File: config.mk
export PLATFORM = sky130hd
export DESIGN_NAME = pipe_stage_skid_flat
export DESIGN_NICKNAME = d
export VERILOG_FILES = /design/src/rtl/pipe_stage_skid_if.sv /design/src/rtl/pipe_stage_skid.sv /design/src/flat_wrapper.sv
export SDC_FILE = /design/constraint.sdc
export NUM_CORES = 1
export LEC_CHECK = 0
export ABC_CLOCK_PERIOD_IN_PS = 1900
export BUFFER_PORTS_ARGS = -buffer_cell sky130_fd_sc_hd__buf_2
export CELL_PAD_IN_SITES_DETAIL_PLACEMENT = 1
export CELL_PAD_IN_SITES_GLOBAL_PLACEMENT = 1
export CORE_UTILIZATION = 40
export DETAILED_ROUTE_END_ITERATION = 8
export PLACE_DENSITY = 0.8
export SLEW_MARGIN = 20
export SYNTH_ARGS = -nofsm -noshare
export SYNTH_HDL_FRONTEND = slang
export SYNTH_SLANG_ARGS = --single-unit
File: constraint.sdc
create_clock -name clk -period 1.9 [get_ports clk]
set_clock_uncertainty 0.2 [all_clocks]
set_input_delay 0.19 -clock clk [delete_from_list [all_inputs] [get_ports clk]]
set_output_delay 0.19 -clock clk [all_outputs]
set_load 0.05 [all_outputs]
File: src/rtl/pipe_stage_skid_if.sv
// rtl/pipe_stage_skid_if.sv - handshake bundle between two pipeline stages through a skid stage
interface pipe_stage_skid_if #(
    parameter int DATA_W = 40
) ();

    logic              in_valid;
    logic              in_ready;
    logic [DATA_W-1:0] in_data;
    logic              flush;
    logic              out_valid;
    logic              out_ready;
    logic [DATA_W-1:0] out_data;
    logic [1:0]        occupancy;

    modport master (
        output in_valid,
        output in_data,
        output flush,
        output out_ready,
        input  in_ready,
        input  out_valid,
        input  out_data,
        input  occupancy
    );

    modport slave (
        input  in_valid,
        input  in_data,
        input  flush,
        input  out_ready,
        output in_ready,
        output out_valid,
        output out_data,
        output occupancy
    );

endinterface

File: src/rtl/pipe_stage_skid.sv
// rtl/pipe_stage_skid.sv - pipeline stage register with valid/ready handshake and 2-entry skid
module pipe_stage_skid #(
    parameter int                DATA_W  = 40,
    parameter logic [DATA_W-1:0] RST_VAL = '0,
    parameter bit                SKID    = 1'b1
) (
    input logic              clk,
    input logic              rst,
    pipe_stage_skid_if.slave bus
);

    typedef enum logic [1:0] {
        ST_EMPTY = 2'd0,
        ST_ONE   = 2'd1,
        ST_TWO   = 2'd2
    } state_e;

    state_e            state_q, state_d;
    logic [DATA_W-1:0] main_q, main_d;
    logic [DATA_W-1:0] skid_q, skid_d;
    logic              out_valid_q, out_valid_d;
    logic              in_ready_q, in_ready_d;

    logic              in_ready;
    logic              push;
    logic              pop;

    // With the skid entry present, in_ready comes straight from a flop so
    // out_ready never reaches upstream combinationally.
    assign in_ready = SKID ? in_ready_q : (!out_valid_q || bus.out_ready);
    assign push     = bus.in_valid && in_ready;
    assign pop      = out_valid_q && bus.out_ready;

    always_comb begin
        state_d = state_q;
        main_d  = main_q;
        skid_d  = skid_q;
        if (bus.flush) begin
            // Accepted/consumed beats this cycle still count; held data is dropped.
            state_d = ST_EMPTY;
        end else begin
            case (state_q)
                ST_EMPTY: begin
                    if (push) begin
                        state_d = ST_ONE;
                        main_d  = bus.in_data;
                    end
                end
                ST_ONE: begin
                    if (push && pop) begin
                        main_d = bus.in_data;
                    end else if (push && SKID) begin
                        state_d = ST_TWO;
                        skid_d  = bus.in_data;
                    end else if (pop) begin
                        state_d = ST_EMPTY;
                    end
                end
                ST_TWO: begin
                    if (pop) begin
                        state_d = ST_ONE;
                        main_d  = skid_q;
                    end
                end
                default: begin
                    state_d = ST_EMPTY;
                end
            endcase
        end
        out_valid_d = (state_d != ST_EMPTY);
        in_ready_d  = (state_d != ST_TWO);
    end

    always_ff @(posedge clk) begin
        if (rst) begin
            state_q     <= ST_EMPTY;
            main_q      <= RST_VAL;
            skid_q      <= RST_VAL;
            out_valid_q <= 1'b0;
            in_ready_q  <= 1'b1;
        end else begin
            state_q     <= state_d;
            main_q      <= main_d;
            skid_q      <= skid_d;
            out_valid_q <= out_valid_d;
            in_ready_q  <= in_ready_d;
        end
    end

    assign bus.in_ready  = in_ready;
    assign bus.out_valid = out_valid_q;
    assign bus.out_data  = main_q;
    assign bus.occupancy = state_q;

endmodule

File: src/flat_wrapper.sv
// flat-port wrapper written by rule: the top's interface ports become plain ports
module pipe_stage_skid_flat 
#(
    parameter int                DATA_W  = 40,
    parameter logic [DATA_W-1:0] RST_VAL = '0,
    parameter bit                SKID    = 1'b1
)
  (clk, rst, bus_in_valid, bus_in_data, bus_flush, bus_out_ready, bus_in_ready, bus_out_valid, bus_out_data, bus_occupancy);
  pipe_stage_skid_if #(.DATA_W(DATA_W)) bus_i ();
  input logic clk;
  input logic rst;
  input wire logic [$bits(bus_i.in_valid)-1:0] bus_in_valid;
  input wire logic [$bits(bus_i.in_data)-1:0] bus_in_data;
  input wire logic [$bits(bus_i.flush)-1:0] bus_flush;
  input wire logic [$bits(bus_i.out_ready)-1:0] bus_out_ready;
  output wire logic [$bits(bus_i.in_ready)-1:0] bus_in_ready;
  output wire logic [$bits(bus_i.out_valid)-1:0] bus_out_valid;
  output wire logic [$bits(bus_i.out_data)-1:0] bus_out_data;
  output wire logic [$bits(bus_i.occupancy)-1:0] bus_occupancy;
  assign bus_i.in_valid = bus_in_valid;
  assign bus_i.in_data = bus_in_data;
  assign bus_i.flush = bus_flush;
  assign bus_i.out_ready = bus_out_ready;
  assign bus_in_ready = bus_i.in_ready;
  assign bus_out_valid = bus_i.out_valid;
  assign bus_out_data = bus_i.out_data;
  assign bus_occupancy = bus_i.occupancy;
  pipe_stage_skid #(.DATA_W(DATA_W), .RST_VAL(RST_VAL), .SKID(SKID)) u_core (.clk(clk), .rst(rst), .bus(bus_i));
endmodule
==> flow_summary_export.csv, run 1 <==
group,metric,value,unit
clock_network,clk_latency,0.36,ns
timing,fin_setup_tns,0,ns
synth,ys_warn_count,0,
synth,netlist_area,3820,sq um
synth,synth_top_area_share,44.1,%
synth,syn_avg_cell_area,8.63,sq um
clock_network,htreeDepth,3,
timing,min_period,1.80,ns
synth,ys_ff_latch,84,
setup_path,cp.required,1.95,ns
placed_design,io_buffers,88,
clock_network,clkTransAtPathRegs,0.08,ns
setup_path,cp-end-kind,"register",
global_route,grt_max_degree,47,
synth,yosys-top-cells-count,"dfxtp_1 (84), nand2_1 (80), a21oi_1 (43)",
setup_path,critPathKind,"reg -> reg",
timing,hold_violations,0,
synth,yosys.area.top_type,"dfxtp_1",
power,ir_drop,0.000368,V
drt,final_antenna_net_count,0,
synth,async_flop_share,0,%
global_route,antenna_found_initial,0,
clock_network,clock_path_buffers,2,
job,cap_violations,0,
setup_path,startpoint_type,"register",
cells_and_area,layout.nets,596,
placed_design,post-place-ws,0.0806,ns
clock_network,tritoncts,"yes",
timing,fmax,555,MHz
synth,synth-edff-count,0,
die,io_pins,89,
timing,final-setup-viol-count,0,
timing,report.final.slew_viol_count,0,
timing,fin_ws,0.0976,ns
global_route,grt_pass1_vias,4034,
cells_and_area,drive_gt1_share,27.8,%
synth,ys_types,29,
setup_path,critPathMaxFanout,11,
synth,yosysSeqAreaShare,44.1,%
timing,grt_setup_unrepaired,"false",
timing,worstMarginPinSlew,0.512,ns
die,die_y,99.7,um
die,start_util,41.3,%
setup_path,arrival,1.85,ns
clock_network,cts-buffers-inserted,9,
clock_network,cts_sinks,84,
global_route,overflow,0,
drt,firstDrtPassIters,4,
synth,ys_top_cells_by_area,"dfxtp_1 (44%), a221oi_1 (9.2%), nand2_1 (7.9%), a311oi_2 (6.3%), a21oi_1 (5.6%)",
power,power_per_cell_area,762,nW/um^2
global_route,grt_usage,25.9,%
drt,viasPerCell,5.94,
cells_and_area,area_growth,32.6,%
placed_design,place_congestion,0.796,
clock_network,root_buffer,"clkbuf_8",
placed_design,dp_cells,628,
power,p_leak,0.00192,uW
drt,post-route-drc-count,0,
cells_and_area,diodes,0,
drt,wl,12600,um
timing,period_share,94.9,%
die,die_area,9940,sq um
die,core_area,9240,sq um
timing,max_slew_margin,65.9,%
cells_and_area,final-instance-count-excl-fill,683,
drt,first_iter_violations,219,
status,status,"completed",
min_path,hold_path.class,"in -> reg",
die,rows,35,
drt,vias,4056,
placed_design,post-dp-hpwl,7640,um
global_route,grt_pass1_wl,20300,um
synth,synthCells,442,
synth,ys.flop_type,"dfxtp_1",
synth,synth_nets,487,
die,die_w,99.7,um
synth,yosysMostFrequentCell,"dfxtp_1",
drt,routedWlPerCell,18.5,um
[critical path: stages, from the launching register on]
cell      delay [ns]
dfxtp_2         0.43
a21bo_2         0.30
a22o_4          0.35
buf_12          0.18
a311oi_1        0.24
[registers in the layout (all words and copies together) (netlist names)]
signal / cells
u_core.bus.in_ready: 1
u_core.bus.occupancy: 2
u_core.bus.out_data: 40
u_core.bus.out_valid: 1
u_core.skid_q: 40
[cells in the final DEF (no fill, tap or decap), types with 3 or more instances in the layout]
| master | count |
|---|---|
| buf_2 | 87 |
| nand3_1 | 40 |
| a221oi_1 | 40 |
| clkinv_2 | 3 |
| dfxtp_1 | 81 |
| dfxtp_2 | 3 |
| a21oi_1 | 43 |
| buf_4 | 18 |
| nand2_1 | 80 |
| buf_12 | 8 |
| o21ai_0 | 41 |
| dlygate4sd3_1 | 41 |
| clkbuf_8 | 10 |
| a311oi_1 | 24 |
| a311oi_2 | 16 |
[final timing paths]
check,start,to,slack [ns],cells past startpoint
hold reg to reg,u_core.skid_q[37]$_SDFFE_PP0P_,u_core.skid_q[37]$_SDFFE_PP0P_,0.28,2
setup / recovery,u_core.bus.occupancy[0]$_SDFF_PP0_,u_core.bus.out_data[30]$_SDFFE_PP0P_,0.1,4
setup reg to reg,u_core.bus.occupancy[0]$_SDFF_PP0_,u_core.bus.out_data[30]$_SDFFE_PP0P_,0.1,4
hold / removal,bus_in_valid,u_core.bus.out_valid$_SDFF_PP0_,0.06,3
[layer usage]
layer	track usage [%]	share of wire [%]	up-vias
li1	-	-	1882
met1	32.6	44	2036
met2	44.6	50	128
met3	5.90	5.0	10
met4	6.79	0.84	0
met5	0	0	-
[power breakdown]
| group | total, uW | leakage (uW) | switching (uW) | internal (uW) |
|---|---|---|---|---|
| clock | 1130 | 0.0000848 | 636 | 491 |
| combinational | 847 | 0.00115 | 544 | 303 |
| sequential | 1880 | 0.000685 | 46.2 | 1840 |
[final cells by class]
class | instances | area (sq um)
fill | 1078 | 4180
multi-input combinational | 300 | 1900
sequential | 84 | 1690
timing repair buffer | 155 | 1150
tap | 129 | 161
clock buffer | 11 | 141
clock inverter | 3 | 15.0
inverter | 1 | 3.75
[logic make-up (layout without fill, tap and decap cells)]
logic type / Yosys count / in the layout / share of synthesized area, %
buf+inv: 58 / 170 / 7.25
compound gates: 170 / 170 / 33.6
flops: 84 / 84 / 44.1
simple gates: 130 / 130 / 15.1
[metrics by stage]
stage / power, uW / hold slack [ns] / utilization, % / instance area, sq um
3_5_place_dp: 2700 / 0.265 / 48.6 / 4490
6_report: 3860 / 0.0595 / 54.8 / 5060
4_1_cts: 3870 / 0.0467 / 54.7 / 5060
2_1_floorplan: 2450 / 0.0610 / - / 3820
5_1_grt: 4010 / 0.0710 / 54.8 / 5060
3_3_place_gp: 2680 / 0.255 / 48.6 / 4490
[timing repair]
item                                    4_1_cts  5_1_grt
setup buffers                                 0        0
hold buffers                                 41        0
endpoints found under the setup margin        0       17
hold endpoints to repair                     84        0
resized for setup                             0        1
Power figures use the tool's default switching activity.
==> run 2: changes to the inputs <==
ABC_CLOCK_PERIOD_IN_PS = 2200   (was 1900)
CORE_UTILIZATION = 43   (was 40)
PLACE_DENSITY = 0.85   (was 0.8)
SKIP_LAST_GASP = 1   (was not set)
clock period = 2.2 ns   (was 1.9 ns; I/O delays follow)
==> run 2 against run 1 <==
Compared with the run above: sequential power shrank 13%; fmax fell by 17%; register-to-register slack lost 0.07 ns; die area fell by 6.8%; wire length is 5.5% higher; global-route usage is 3.7 points higher; count of clock-buffer cells in the layout is 1 lower; critical path depth down 1; critical endpoint is now u_core.bus.out_data[26]$_SDFFE_PP0P_; largest cell class unchanged.
==> flow_summary_export.csv, run 2 (synthesized netlist as in run 1, its figures left out) <==
group,metric,value,unit
cells_and_area,multi_input_area,1920,sq um
drt,vias,4057,
clock_network,tritoncts,"yes",
drt,wl,13300,um
die,die_y,96.2,um
global_route,grt.busiest_layer,"met2",
global_route,overflow,0,
cells_and_area,final_cell_mix,"buf_2 (87), dfxtp_1 (83), nand2_1 (80)",
global_route,grt_pass1_vias,4143,
global_route,antenna_found_initial,1,
cells_and_area,seq_area,1680,sq um
drt,post-route-drc-count,0,
global_route,met1_usage,37.2,%
cells_and_area,final-instance-count-excl-fill,663,
die,die_w,96.2,um
drt,routedWlPerCell,20.1,um
timing,period_share,98.7,%
global_route,grt_usage,29.6,%
cells_and_area,fillers,1045,
power,power_per_cell_area,698,nW/um^2
die,start_util,44.2,%
clock_network,clk_latency,0.36,ns
clock_network,post_cts.repair.setup_buffers,0,
global_route,grtUsageMet2,50.8,%
placed_design,dp_cells,604,
placed_design,place_congestion,0.815,
timing,hold_violations,0,
die,die_area,9260,sq um
drt,viasPerCell,6.12,
clock_network,cts_sinks,84,
timing,report.final.slew_viol_count,0,
cells_and_area,layout_commonest_cell,"buf_2",
status,status,"completed",
setup_path,arrival,2.17,ns
die,core_area,8640,sq um
power,p_leak,0.00190,uW
timing,holdWs,0.0134,ns
clock_network,cts-buffers-inserted,9,
power,power_switching,1100,uW
setup_path,critPathMaxFanout,20,
clock_network,root_buffer,"clkbuf_8",
power,power.share.sequential,46.7,%
setup_path,cp-end-kind,"register",
timing,fmax,460,MHz
timing,max_slew_margin,41.2,%
placed_design,post_dp_cell_area,4360,sq um
drt,final_antenna_net_count,0,
setup_path,cp.required,2.20,ns
global_route,grt_max_degree,77,
drt,first_iter_violations,261,
cells_and_area,layout.nets,594,
timing,final-setup-viol-count,0,
power,ir_drop,0.000326,V
clock_network,htreeDepth,3,
cells_and_area,drive_gt1_share,27.6,%
timing,worstMarginPinSlew,0.882,ns
power,swShare,31.6,%
min_path,hold_path.class,"in -> reg",
global_route,grt_pass1_wl,20800,um
die,io_pins,89,
global_route,grtUsageMet3,4.11,%
timing,fin_ws,0.0277,ns
drt,firstDrtPassIters,4,
setup_path,critPathKind,"reg -> reg",
power,clkPwrFrac,32.7,%
cells_and_area,area_growth,30.9,%
setup_path,startpoint_type,"register",
job,cap_violations,0,
clock_network,clkTransAtPathRegs,0.09,ns
placed_design,post-place-ws,0.0515,ns
power,internal_power,2380,uW
timing,grt_setup_unrepaired,"true",
placed_design,post-dp-hpwl,7700,um
power,total_power,3480,uW
power,combPwrFrac,20.6,%
placed_design,io_buffers,88,
timing,min_period,2.17,ns
clock_network,clock_path_buffers,2,
die,rows,34,
cells_and_area,design_area,4990,sq um
[run 2: layout make-up]
type | instances | area share [%]
multi-input cells | 301 | 38.4
repair buffers | 152 | 21.0
diodes | 1 | 0.0501
clock inverters | 6 | 1.28
inverters | 1 | 0.0752
well taps | 108 | 2.71
clock buffers | 10 | 2.76
flip-flops and latches | 84 | 33.7
[run 2: worst max-delay path, stage by stage (launching register included)]
cell	delay (ns)
dfxtp_1	0.46
nor4bb_4	0.50
a22o_2	0.65
a311oi_1	0.19
[run 2: metrics by stage]
step | util [%] | TNS [ns]
after floorplan | - | 0
after global placement | 50.5 | 0
after detailed placement | 50.5 | 0
after CTS | 57.7 | 0
after global routing | 57.8 | -0.219
final | 57.8 | 0
[run 2: worst paths after layout]
check / end / startpoint / cells past startpoint / slack, ns
setup / recovery: u_core.bus.out_data[26]$_SDFFE_PP0P_ / u_core.bus.in_ready$_SDFF_PP1_ / 3 / 0.03
hold / removal: u_core.bus.out_valid$_SDFF_PP0_ / bus_flush / 3 / 0.01
setup reg to reg: u_core.bus.out_data[26]$_SDFFE_PP0P_ / u_core.bus.in_ready$_SDFF_PP1_ / 3 / 0.03
hold reg to reg: u_core.skid_q[2]$_SDFFE_PP0P_ / u_core.skid_q[2]$_SDFFE_PP0P_ / 2 / 0.29
[run 2: what timing repair did]
action                                  CTS  global route
resized for setup                         1             1
endpoints found under the setup margin    1            10
gates cloned                              1             0
pin swaps                                 1             0
hold buffers                             41             0
endpoints found under the hold margin    81             0
[run 2: per-layer routing]
metal  part of all wire (%)  up-vias
li1                       -     1886
met1                     43     2004
met2                     50      146
met3                    5.8       21
met4                    1.7        0
met5                      0        -
[run 2: power by group through the flow]
stage / clock network [uW] / registers, uW / logic [uW]
2_1_floorplan: 0 / 1850 / 266
3_3_place_gp: 0 / 1660 / 634
3_5_place_dp: 0 / 1660 / 650
4_1_cts: 1150 / 1630 / 714
5_1_grt: 1200 / 1630 / 764
6_report: 1140 / 1630 / 720
